**src/rtl/avl_vram_master.sv**
```systemverilog
// rtl/avl_vram_master.sv - Avalon-MM VRAM master with request FIFO, single reads/writes and a clear sweep
module avl_vram_master #(
    parameter int unsigned FIFO_DEPTH = 4,
    parameter logic [9:0]  CLEAR_LAST = 10'd574,
    parameter logic [7:0]  CLEAR_DATA = 8'h80
) (
    input  logic       CLK,
    input  logic       RESET,
    input  logic       req_valid,
    output logic       req_ready,
    input  logic       req_read,
    input  logic [9:0] req_addr,
    input  logic [7:0] req_data,
    output logic       rsp_valid,
    output logic [7:0] rsp_data,
    input  logic       clear_start,
    output logic       clear_busy,
    output logic       M_READ,
    output logic       M_WRITE,
    output logic       M_CS,
    output logic       M_BYTE_EN,
    output logic [9:0] M_ADDR,
    output logic [7:0] M_WRITEDATA,
    input  logic [7:0] M_READDATA
);
    localparam int unsigned AW = $clog2(FIFO_DEPTH);
    localparam logic [AW:0] FULL_CNT = (AW + 1)'(FIFO_DEPTH);

    typedef enum logic [2:0] {S_IDLE, S_WRITE, S_READ, S_READ_WAIT, S_CLEAR} state_t;

    state_t        state_q, state_d;
    logic [9:0]    clr_cnt_q, clr_cnt_d;
    logic          pop;

    logic [18:0]   fifo_mem_q [FIFO_DEPTH];
    logic [AW-1:0] wr_ptr_q, rd_ptr_q;
    logic [AW:0]   count_q;
    logic          full, empty, push;
    logic          head_read;
    logic [9:0]    head_addr;
    logic [7:0]    head_data;

    logic          m_read_d, m_write_d, m_cs_d, clear_busy_d, rsp_valid_d;
    logic [9:0]    m_addr_d;
    logic [7:0]    m_wdata_d;
    logic          m_read_q, m_write_q, m_cs_q, clear_busy_q, rsp_valid_q;
    logic [9:0]    m_addr_q;
    logic [7:0]    m_wdata_q, rsp_data_q;

    // Request FIFO: ready depends only on occupancy, so a full FIFO stalls even if a pop is due
    assign full      = (count_q == FULL_CNT);
    assign empty     = (count_q == '0);
    assign req_ready = ~full;
    assign push      = req_valid & ~full;
    assign {head_read, head_addr, head_data} = fifo_mem_q[rd_ptr_q];

    always_ff @(posedge CLK) begin
        if (push) begin
            fifo_mem_q[wr_ptr_q] <= {req_read, req_addr, req_data};
        end
    end

    always_ff @(posedge CLK) begin
        if (RESET) begin
            wr_ptr_q <= '0;
            rd_ptr_q <= '0;
            count_q  <= '0;
        end else begin
            if (push) wr_ptr_q <= wr_ptr_q + AW'(1);
            if (pop)  rd_ptr_q <= rd_ptr_q + AW'(1);
            case ({push, pop})
                2'b10:   count_q <= count_q + (AW + 1)'(1);
                2'b01:   count_q <= count_q - (AW + 1)'(1);
                default: count_q <= count_q;
            endcase
        end
    end

    always_ff @(posedge CLK) begin
        if (RESET) begin
            state_q   <= S_IDLE;
            clr_cnt_q <= '0;
        end else begin
            state_q   <= state_d;
            clr_cnt_q <= clr_cnt_d;
        end
    end

    always_comb begin
        state_d   = state_q;
        clr_cnt_d = clr_cnt_q;
        pop       = 1'b0;
        unique case (state_q)
            S_IDLE: begin
                if (clear_start) begin
                    state_d   = S_CLEAR;
                    clr_cnt_d = '0;
                end else if (!empty) begin
                    pop     = 1'b1;
                    state_d = head_read ? S_READ : S_WRITE;
                end
            end
            S_WRITE:     state_d = S_IDLE;
            S_READ:      state_d = S_READ_WAIT;
            S_READ_WAIT: state_d = S_IDLE;
            S_CLEAR: begin
                if (clr_cnt_q == CLEAR_LAST) state_d = S_IDLE;
                else                         clr_cnt_d = clr_cnt_q + 10'd1;
            end
            default:     state_d = S_IDLE;
        endcase
    end

    // Outputs are decoded from the next state so the registered bus lines up with the state
    always_comb begin
        m_read_d     = (state_d == S_READ);
        m_write_d    = (state_d == S_WRITE) || (state_d == S_CLEAR);
        m_cs_d       = m_read_d | m_write_d;
        clear_busy_d = (state_d == S_CLEAR);
        rsp_valid_d  = (state_q == S_READ_WAIT);
        m_addr_d     = '0;
        m_wdata_d    = '0;
        case (state_d)
            S_WRITE: begin
                m_addr_d  = head_addr;
                m_wdata_d = head_data;
            end
            S_READ:  m_addr_d = head_addr;
            S_CLEAR: begin
                m_addr_d  = clr_cnt_d;
                m_wdata_d = CLEAR_DATA;
            end
            default: ;
        endcase
    end

    always_ff @(posedge CLK) begin
        if (RESET) begin
            m_read_q     <= 1'b0;
            m_write_q    <= 1'b0;
            m_cs_q       <= 1'b0;
            m_addr_q     <= '0;
            m_wdata_q    <= '0;
            clear_busy_q <= 1'b0;
            rsp_valid_q  <= 1'b0;
            rsp_data_q   <= '0;
        end else begin
            m_read_q     <= m_read_d;
            m_write_q    <= m_write_d;
            m_cs_q       <= m_cs_d;
            m_addr_q     <= m_addr_d;
            m_wdata_q    <= m_wdata_d;
            clear_busy_q <= clear_busy_d;
            rsp_valid_q  <= rsp_valid_d;
            if (state_q == S_READ_WAIT) rsp_data_q <= M_READDATA;
        end
    end

    assign M_READ      = m_read_q;
    assign M_WRITE     = m_write_q;
    assign M_CS        = m_cs_q;
    assign M_BYTE_EN   = m_cs_q;
    assign M_ADDR      = m_addr_q;
    assign M_WRITEDATA = m_wdata_q;
    assign clear_busy  = clear_busy_q;
    assign rsp_valid   = rsp_valid_q;
    assign rsp_data    = rsp_data_q;
endmodule

```
**config.mk**
```make
export PLATFORM = sky130hd
export DESIGN_NAME = avl_vram_master
export DESIGN_NICKNAME = d
export VERILOG_FILES = /design/src/rtl/avl_vram_master.sv
export SDC_FILE = /design/constraint.sdc
export NUM_CORES = 1
export LEC_CHECK = 0
export CAP_MARGIN = 10
export CORE_UTILIZATION = 45
export DETAILED_ROUTE_END_ITERATION = 10
export PLACE_DENSITY = 0.64
export SLEW_MARGIN = 30
export SYNTH_ARGS = -nofsm -noshare
export SYNTH_HDL_FRONTEND = slang
export SYNTH_SLANG_ARGS = --single-unit
```
**constraint.sdc**
```tcl
create_clock -name CLK -period 2.5 [get_ports CLK]
set_input_delay 0.5 -clock CLK [delete_from_list [all_inputs] [get_ports CLK]]
set_output_delay 0.5 -clock CLK [all_outputs]
set_load 0.02 [all_outputs]
```
# Word-level counts from Yosys, hierarchy flattened
# Memory sizes are Yosys's and may differ from the RTL's. A register that Yosys moved wholly into a read port is not among the register bits.
# Index checks and enable logic that the tools add are counted.
[word_totals]
mem_count = 1
output_inout_bits = 33
mem_bits_rw = 76
regBits = 51
[op_classes]
n_eq_ne = 10
n_reduce_logical = 5
n_bitwise = 3
n_addsub = 5
muxes = 18
[memory_table]
columns = ["name", "words", "width", "read_ports", "rd_ports_with_merged_regs", "wr", "line", "rtl"]
rows = [
  ["fifo_mem_q", 4, 19, 1, 1, 1, "35", "logic [18:0] fifo_mem_q [FIFO_DEPTH];"],
]
[ops]
columns = ["operator", "count"]
rows = [
  ["10-bit one-hot mux with 2 select lines", 2],
  ["10-bit two-way mux", 2],
  ["8-bit one-hot mux with 2 select lines", 1],
  ["10-bit by 1-bit adder with 10-bit output (second input constant)", 1],
  ["10-bit equality test (second input constant)", 1],
  ["3-bit by 2-bit equality test with 1-bit output (second input constant)", 3],
  ["3-bit equality test (second input constant)", 3],
  ["3-bit two-way mux", 3],
  ["3-bit one-hot mux with 3 select lines", 1],
  ["3-bit logical NOT", 2],
  ["2-bit two-way mux", 3],
  ["3-bit one-hot mux with 2 select lines", 1],
  ["1-bit two-way mux", 5],
  ["2-bit by 1-bit adder with 2-bit output (second input constant)", 2],
  ["3-bit by 1-bit adder with 3-bit output (second input constant)", 1],
  ["3-bit by 1-bit equality test with 1-bit output (second input constant)", 1],
  ["3-bit by 1-bit subtractor with 3-bit output (second input constant)", 1],
  ["2-bit by 1-bit equality test with 1-bit output (second input constant)", 1],
  ["2-bit equality test (second input constant)", 1],
  ["2-bit nonzero test", 1],
  ["2-bit OR reduction", 1],
  ["1-bit AND", 1],
  ["1-bit logical OR", 1],
  ["1-bit NOT", 1],
  ["1-bit bitwise OR", 1],
]

# Longest topological paths before layout
# Gate-level depths: netlist (run 1).
[logic_depth]
depth_word = 7
mapped_depth = 9

# Worst setup path before layout (run 1)
# Ideal clock, no wire load.
[synth_timing]
kind = "register to register"
startpoint = "register count_q[0]"
endpoint = "register count_q[2]"
stages_incl_launch_ff = 10
arrival_ns = 2.276
period_less_slack_ns = 2.346
n_path_buf = 0
setup_slack_ns = 0.154
t_required_ns = 2.430
path_cell_list = "dfxtp_1 > or3b_1 > and2_1 > inv_1 > ha_1 > inv_1 > fa_1 > xor2_1 > or3_1 > a21oi_1"
[synth_lines]
columns = ["element", "line", "rtl"]
rows = [
  ["start, declared", "37", "logic [AW:0] count_q;"],
  ["start signal, assigned", "72", "2'b10: count_q <= count_q + (AW + 1)'(1);"],
  ["start signal, assigned", "73", "2'b01: count_q <= count_q - (AW + 1)'(1);"],
  ["start signal, assigned", "74", "default: count_q <= count_q;"],
  ["3-bit equality test (*)", "51", "assign full = (count_q == FULL_CNT);"],
  ["1-bit NOT (*)", "n/a", ""],
  ["named net req_ready", "10", "output logic req_ready,"],
  ["1-bit AND (*)", "54", "assign push = req_valid & ~full;"],
  ["2-bit by 1-bit equality test with 1-bit output / 2-bit equality test (equally long branches)", "71", "case ({push, pop})"],
  ["3-bit one-hot mux with 2 select lines / 2-bit nonzero test (equally long branches)", "n/a", ""],
]
# The timed path passes the listed nets; every way through them passes the cells marked *.
# A chain may end at the register's enable or synchronous reset.

# Worst setup path in the final report (run 1)
[layout_timing]
startpoint = "register count_q[2]"
endpoint = "register count_q[2]"
[layout_between]
elab_chain_cells = 6
[layout_lines]
columns = ["element", "line", "rtl"]
rows = [
  ["3-bit logical NOT", "52", "assign empty = (count_q == '0);"],
  ["1-bit two-way mux", "98", "end else if (!empty) begin"],
  ["1-bit two-way mux", "95", "if (clear_start) begin"],
  ["1-bit two-way mux", "93", "unique case (state_q)"],
  ["2-bit by 1-bit equality test with 1-bit output / 2-bit equality test (equally long branches)", "71", ""],
  ["3-bit one-hot mux with 2 select lines / 2-bit nonzero test (equally long branches)", "n/a", ""],
]
# Several ways; a longest one is shown, not always the timed one.

==> results of run 1 <==
logic make-up (layout without fill, tap and decap cells):
family,count (synthesis),count (layout),synth area share
AO/OA/AOI/OAI,39,39,0.0510
AND/OR/NAND/NOR,82,82,0.102
buffers and inverters,34,130,0.0322
XOR/XNOR,10,10,0.0176
adder cells (fa/ha/maj),8,8,0.0216
multiplexers,28,28,0.104
flip-flops,129,129,0.672
layer usage:
| metal | part of all wire | global-route usage | vias to the layer above |
|---|---|---|---|
| met5 | 0 | 0 | - |
| met4 | 0.010 | 0.0724 | 0 |
| met3 | 0.034 | 0.0602 | 7 |
| met2 | 0.50 | 0.277 | 53 |
| met1 | 0.45 | 0.228 | 1473 |
| li1 | - | - | 1400 |
per-stage QoR:
stage               setup TNS (ns)  setup WS, ns  cell area (sq um)
floorplan                        0         0.154               4980
global placement                 0        0.0197               5810
detailed placement         -0.0421       -0.0421               5810
CTS                              0        0.0732               6450
global route                     0        0.0411               6460
finish                           0         0.126               6460
power breakdown:
group          total [mW]  switching [mW]  internal, mW
combinational        1.11           0.582         0.531
sequential           2.57          0.0949          2.48
clock                2.57           0.897          1.67
cell usage in the layout, fill, tap and decap left out, drive strengths merged, types with 9 or more instances in the layout:
cell type      instances
dfxtp                 53
clkbuf                25
nand2                  9
buf                   14
inv                   23
nor2                  23
edfxtp                76
mux4                  19
a21oi                 12
clkdlybuf4s50         63
timing repair:
| action | CTS | global route |
|---|---|---|
| endpoints found under the setup margin | 0 | 1 |
| gates resized for setup | 0 | 1 |
| endpoints found under the hold margin | 0 | 0 |
flip-flops by register name, indices dropped and copies added (netlist names), named ones only:
name / flops
M_ADDR: 10
M_BYTE_EN: 1
M_READ: 1
M_WRITE: 1
M_WRITEDATA: 8
clear_busy: 1
clr_cnt_q: 10
count_q: 3
fifo_mem_q: 76
rd_ptr_q: 2
rsp_data: 8
rsp_valid: 1
state_q: 3
wr_ptr_q: 2
area by class of cell:
class | count | area (sq um)
clock buffer | 25 | 569
clock inverter | 7 | 78.8
inverter | 21 | 78.8
multi-input combinational | 167 | 1480
timing repair buffer | 77 | 736
fill | 851 | 4340
tap | 140 | 175
sequential | 129 | 3340
worst paths after layout:
kind                 endpoint  cells after the start  slack (ns)         from
hold reg to reg   rsp_data[1]                      2        0.50  rsp_data[1]
setup / recovery   count_q[2]                      9        0.13   count_q[2]
setup reg to reg   count_q[2]                      9        0.13   count_q[2]
hold / removal    rsp_data[1]                      2        0.50  rsp_data[1]
worst max-delay path, cell delays in order, from the launching register on:
cell and delay [ns]:
dfxtp_1 0.35, or3b_4 0.42, and2_1 0.18, inv_1 0.08, ha_1 0.19, inv_1 0.07, fa_1 0.38, xor2_1 0.16
or3_1 0.32, a21oi_1 0.14
==> summary.md, run 1 <==
| Metric | Value |
|---|---|
| Post-synth top area share | 0.459 |
| Final Max Slew Viols | 0 |
| Clock sinks | 129 |
| Tmin final | 2.37 ns |
| Drt wl/cell | 16.3 microns |
| Finish-stage setup viols | 0 |
| Full die area | 0.0115 sq mm |
| Peak supply drop | 0.579 mV |
| First-pass iteration count of the detailed router | 8 |
| Outcome | complete, but fails checks |
| CP arrival | 2.83 ns |
| Distinct cells, synth | 56 |
| Io pins | 64 |
| Synth area leaders | edfxtp_1 (46%), dfxtp_1 (21%), mux4_2 (8.6%) |
| Num rows | 38 |
| Worst-path clk slew | 0.06 ns |
| Largest net degree at the start of global routing | 28 |
| Dpl hpwl | 5.90 mm |
| Area growth, synth to finish | 29.7% |
| Final-report hold violation count | 0 |
| Hold WC Path Type | flip-flop to flip-flop |
| Detailed Route WL | 9.20 mm |
| GRT Total Usage | 0.178 |
| Vias post-DR | 2933 |
| Avg Vias per Cell | 5.18 |
| Post-CTS Setup Bufs | 0 |
| Cells after synthesis | 330 |
| Syn Nets | 369 |
| Share of post-route cells with drive strength above 1 | 0.183 |
| CTS tree | built |
| Clock root buffer | clkbuf_8 |
| Post-synth top cells | edfxtp_1 (76), dfxtp_1 (53), nor2_1 (23) |
| Max cap viols | 0 |
| Die Width | 107 microns |
| Ant. Diodes | 0 |
| Core area | 0.0108 sq mm |
| Number of synthesis warnings | 0 |
| Finished Layout Cells | 566 |
| Seq/Total Area, Yosys | 0.672 |
| Slew HR | 0.596 |
| Antenna Nets Post-Route | 0 |
| Critical Setup Path Class | flip-flop to flip-flop |
| RSZ-0062 raised after global routing | no |
| Max Fclk | 421 MHz |
| IO Port Bufs | 63 |
| Violated checks | DRC |
| Syn Area/Cell | 15.1 sq um |
| Final design utilization | 0.598 |
| Total chip power | 6.26 mW |
| H-tree lvl count | 4 |
| Height of the chip | 107 microns |
| Count leader, synth | edfxtp_1 |
| Lkg Pwr | 2.35 nW |
| Vias in the first global route | 2896 |
| Initial Utilization | 0.461 |
| Synthesized area | 0.00498 sq mm |
| Skew-Pair Late Insertion Delay | 0.52 ns |
| Dominant synthesized flop cell | edfxtp_1 |
| Fin nets | 452 |
| Hold_buf cts | 0 |
| First-pass GRT wire length | 14.8 mm |
| Asr flop ratio synth | 0 |
| CP Capture Type | flip-flop |
| Register bit total from synthesis | 129 |
| Maximum clock path buffer count | 2 |
| Worst path required time | 2.95 ns |
| Final Cycle Share | 0.950 |
| Post-synth EDFFs | 76 |
| Iter 0 DRT Violations | 100 |
| # DRC | 1 |
| Max FO, Critical Path | 6 |
| Clock buffer count from CTS | 17 |
| P per Cell Area | 969 mW/mm^2 |
| Dpl cells | 534 |
| Worst-margin pin slew | 0.603 ns |
| Gpl congestion | 0.792 |
| Total congestion overflow | 0 |
| Initial antenna violation count | 0 |
| Setup Skew | 0.00638 ns |
| Min Hold Slack | 0.495 ns |
| Worst setup SP type | flip-flop |
| Yosys top cell by area | edfxtp_1 |
Note: power is estimated with default switching activity, not from simulation.
==> run 2: changes to the inputs <==
--- a/config.mk
+++ b/config.mk
@@ -6,9 +6,9 @@
 export NUM_CORES = 1
 export LEC_CHECK = 0
 export CAP_MARGIN = 10
-export CORE_UTILIZATION = 45
+export CORE_UTILIZATION = 40
 export DETAILED_ROUTE_END_ITERATION = 10
-export PLACE_DENSITY = 0.64
+export PLACE_DENSITY = 0.58
 export SLEW_MARGIN = 30
 export SYNTH_ARGS = -nofsm -noshare
 export SYNTH_HDL_FRONTEND = slang
==> run 2 against run 1 <==
Compared with the run above: the run now ends clean; register-to-register slack improved by 0.04 ns; setup slack improved by 0.042 ns; sequential share of layout area increased by 0.39 points; non-clock buffer count increased by 2; first-iteration DRC count increased by 20%; count of clock-buffer cells in the layout decreased by 5; combinational power about the same; via count increased by 0.10%; wire length increased by 2.8%; flip-flop and latch count unchanged; global-route usage decreased by 1.7 points.
==> summary.md, run 2 (same netlist as run 1, synthesis figures left out) <==
| Metric | Value |
|---|---|
| Largest net degree at the start of global routing | 20 (-29%) |
| Vias in the first global route | 3029 (+4.6%) |
| Most frequent cells in the layout | edfxtp_1 (76), clkdlybuf4s50_1 (63), dfxtp_1 (53), nor2_1 (23), inv_1 (21) |
| Lkg Pwr | 2.31 nW (-1.9%) |
| Tmin final | 2.33 ns (-0.0425 ns) |
| Core area | 0.0121 sq mm (+12%) |
| Final Cycle Share | 0.933 (-0.0170) |
| Peak supply drop | 0.483 mV (-17%) |
| # DRC | 0 (-1) |
| Final-report hold violation count | 0 (unchanged) |
| Finish-stage setup viols | 0 (unchanged) |
| First-pass iteration count of the detailed router | 4 (-4) |
| Iter 0 DRT Violations | 120 (+20%) |
| Final Max Slew Viols | 0 (unchanged) |
| Vias post-DR | 2936 (+0.10%) |
| Outcome | finished clean |
| Hold Path Origin | rsp_data[2] |
| Full die area | 0.0129 sq mm (+12%) |
| CP arrival | 2.67 ns (-0.16 ns) |
| RSZ-0062 raised after global routing | no |
| Setup Skew | 0.00658 ns (+0.000200 ns) |
| Crit. Startpoint | count_q[2] |
| First-pass GRT wire length | 15.3 mm (+2.9%) |
| Drt wl/cell | 15.9 microns (-2.3%) |
| Finished Layout Cells | 596 (+5.3%) |
| Avg Vias per Cell | 4.93 (-4.9%) |
| Top reg by flops | fifo_mem_q |
| Share of post-route cells with drive strength above 1 | 0.178 (-0.00553) |
| Gpl congestion | 0.798 (+0.82%) |
| Detailed Route WL | 9.47 mm (+2.8%) |
| Post-CTS Setup Bufs | 0 (unchanged) |
| Max FO, Critical Path | 6 (unchanged) |
| Clock sinks | 129 (unchanged) |
| Clock root buffer | clkbuf_16 |
| Dpl hpwl | 5.97 mm (+1.3%) |
| Worst setup SP type | flip-flop |
| CP Capture Type | flip-flop |
| Min Hold Slack | 0.492 ns (-0.00298 ns) |
| Dpl ws | -0.00846 ns (+0.0336 ns) |
| Max cap viols | 0 (unchanged) |
| Worst-path clk slew | 0.05 ns (about the same) |
| Skew-Pair Late Insertion Delay | 0.41 ns (-0.11 ns) |
| Fin Setup TNS | 0 ns (unchanged) |
| Max Fclk | 429 MHz (+1.8%) |
| Most common cell after layout, fill and taps aside | edfxtp_1 |
| Total congestion overflow | 0 (unchanged) |
| Height of the chip | 114 microns (+6.0%) |
| Fin nets | 454 (+0.44%) |
| Largest register FFs | 76 (unchanged) |
| IO Port Bufs | 63 (unchanged) |
| FILL cells | 1021 (+20%) |
| Die Width | 114 microns (+6.0%) |
| Hold WC Path Type | flip-flop to flip-flop |
| Initial Utilization | 0.413 (-0.0485) |
| Area growth, synth to finish | 28.8% |
| H-tree lvl count | 4 (unchanged) |
| Critical Setup Path Class | flip-flop to flip-flop |
| Worst path required time | 2.84 ns (-0.11 ns) |
| Placed Area | 0.00586 sq mm (+0.86%) |
| Maximum clock path buffer count | 2 (unchanged) |
| Clock buffer count from CTS | 17 (unchanged) |
| Final setup margin | 0.168 ns (+0.0425 ns) |
| GRT Total Usage | 0.161 (-0.0167) |
| CTS tree | built |
| Initial antenna violation count | 0 (unchanged) |
| FF-to-FF Start | count_q[2] |
| Io pins | 64 (unchanged) |
| Worst-margin pin slew | 0.593 ns (-0.0101 ns) |
| Num rows | 40 (+5.3%) |
| Dpl cells | 564 (+5.6%) |
| Design area | 0.00641 sq mm (-0.76%) |
| P per Cell Area | 928 mW/mm^2 (-4.2%) |
| Slew HR | 0.604 (+0.00733) |
| Ant. Diodes | 0 (unchanged) |
| Antenna Nets Post-Route | 0 (unchanged) |
[run 2: cell count changes in the layout (fill, tap and decap cells not counted), sizes merged]
cell,previous run,this run
clkinvlp,1,3
buf,14,16
clkinv,3,8
inv,23,21
clkbuf,25,20
[run 2: stage by stage]
step | util | power [mW]
final | 0.531 | 5.95
after global routing | 0.531 | 6.22
after CTS | 0.531 | 6.02
after detailed placement | 0.486 | 3.74
after global placement | 0.486 | 3.71
after floorplan | - | 3.35
[run 2: report_power, final]
part	internal [mW]	switching [mW]
sequential	2.48	0.103
clock	1.40	0.863
combinational	0.534	0.569
[run 2: area by class of cell]
cell class | instances | area, sq um | share of cell area
Clock inverter | 12 | 92.6 | 0.0144
Inverter | 21 | 78.8 | 0.0123
Multi-Input combinational cell | 167 | 1480 | 0.230
Timing Repair Buffer | 79 | 751 | 0.117
Sequential cell | 129 | 3340 | 0.522
Clock buffer | 20 | 457 | 0.0713
Tap cell | 168 | 210 | 0.0328
[run 2: worst max-delay path: stages (launching register included)]
cell and delay [ns]:
dfxtp_1 0.36, or3b_4 0.42, and2_1 0.18, inv_1 0.07, ha_1 0.18, inv_1 0.06
fa_1 0.38, xor2_1 0.16, or3_1 0.30, a21oi_1 0.14
[run 2: routing by layer]
metal / vias to the layer above / wire length, microns / GRT usage
met5: - / 0 / 0
li1: 1408 / - / -
met2: 79 / 4560 / 0.264
met1: 1434 / 4270 / 0.198
met3: 15 / 490 / 0.0484
met4: 0 / 148 / 0.0702
[run 2: path summary, 6_finish.rpt]
path | endpoint | slack [ns] | cells past startpoint
max | count_q[2] | 0.17 | 9
min | rsp_data[2] | 0.49 | 2
max reg2reg | count_q[2] | 0.17 | 9
min reg2reg | rsp_data[2] | 0.49 | 2
[run 2: repair_timing]
item / in CTS / in global routing
resized for setup: 0 / 1
hold buffers: 0 / 0
endpoints found under the setup margin: 0 / 1
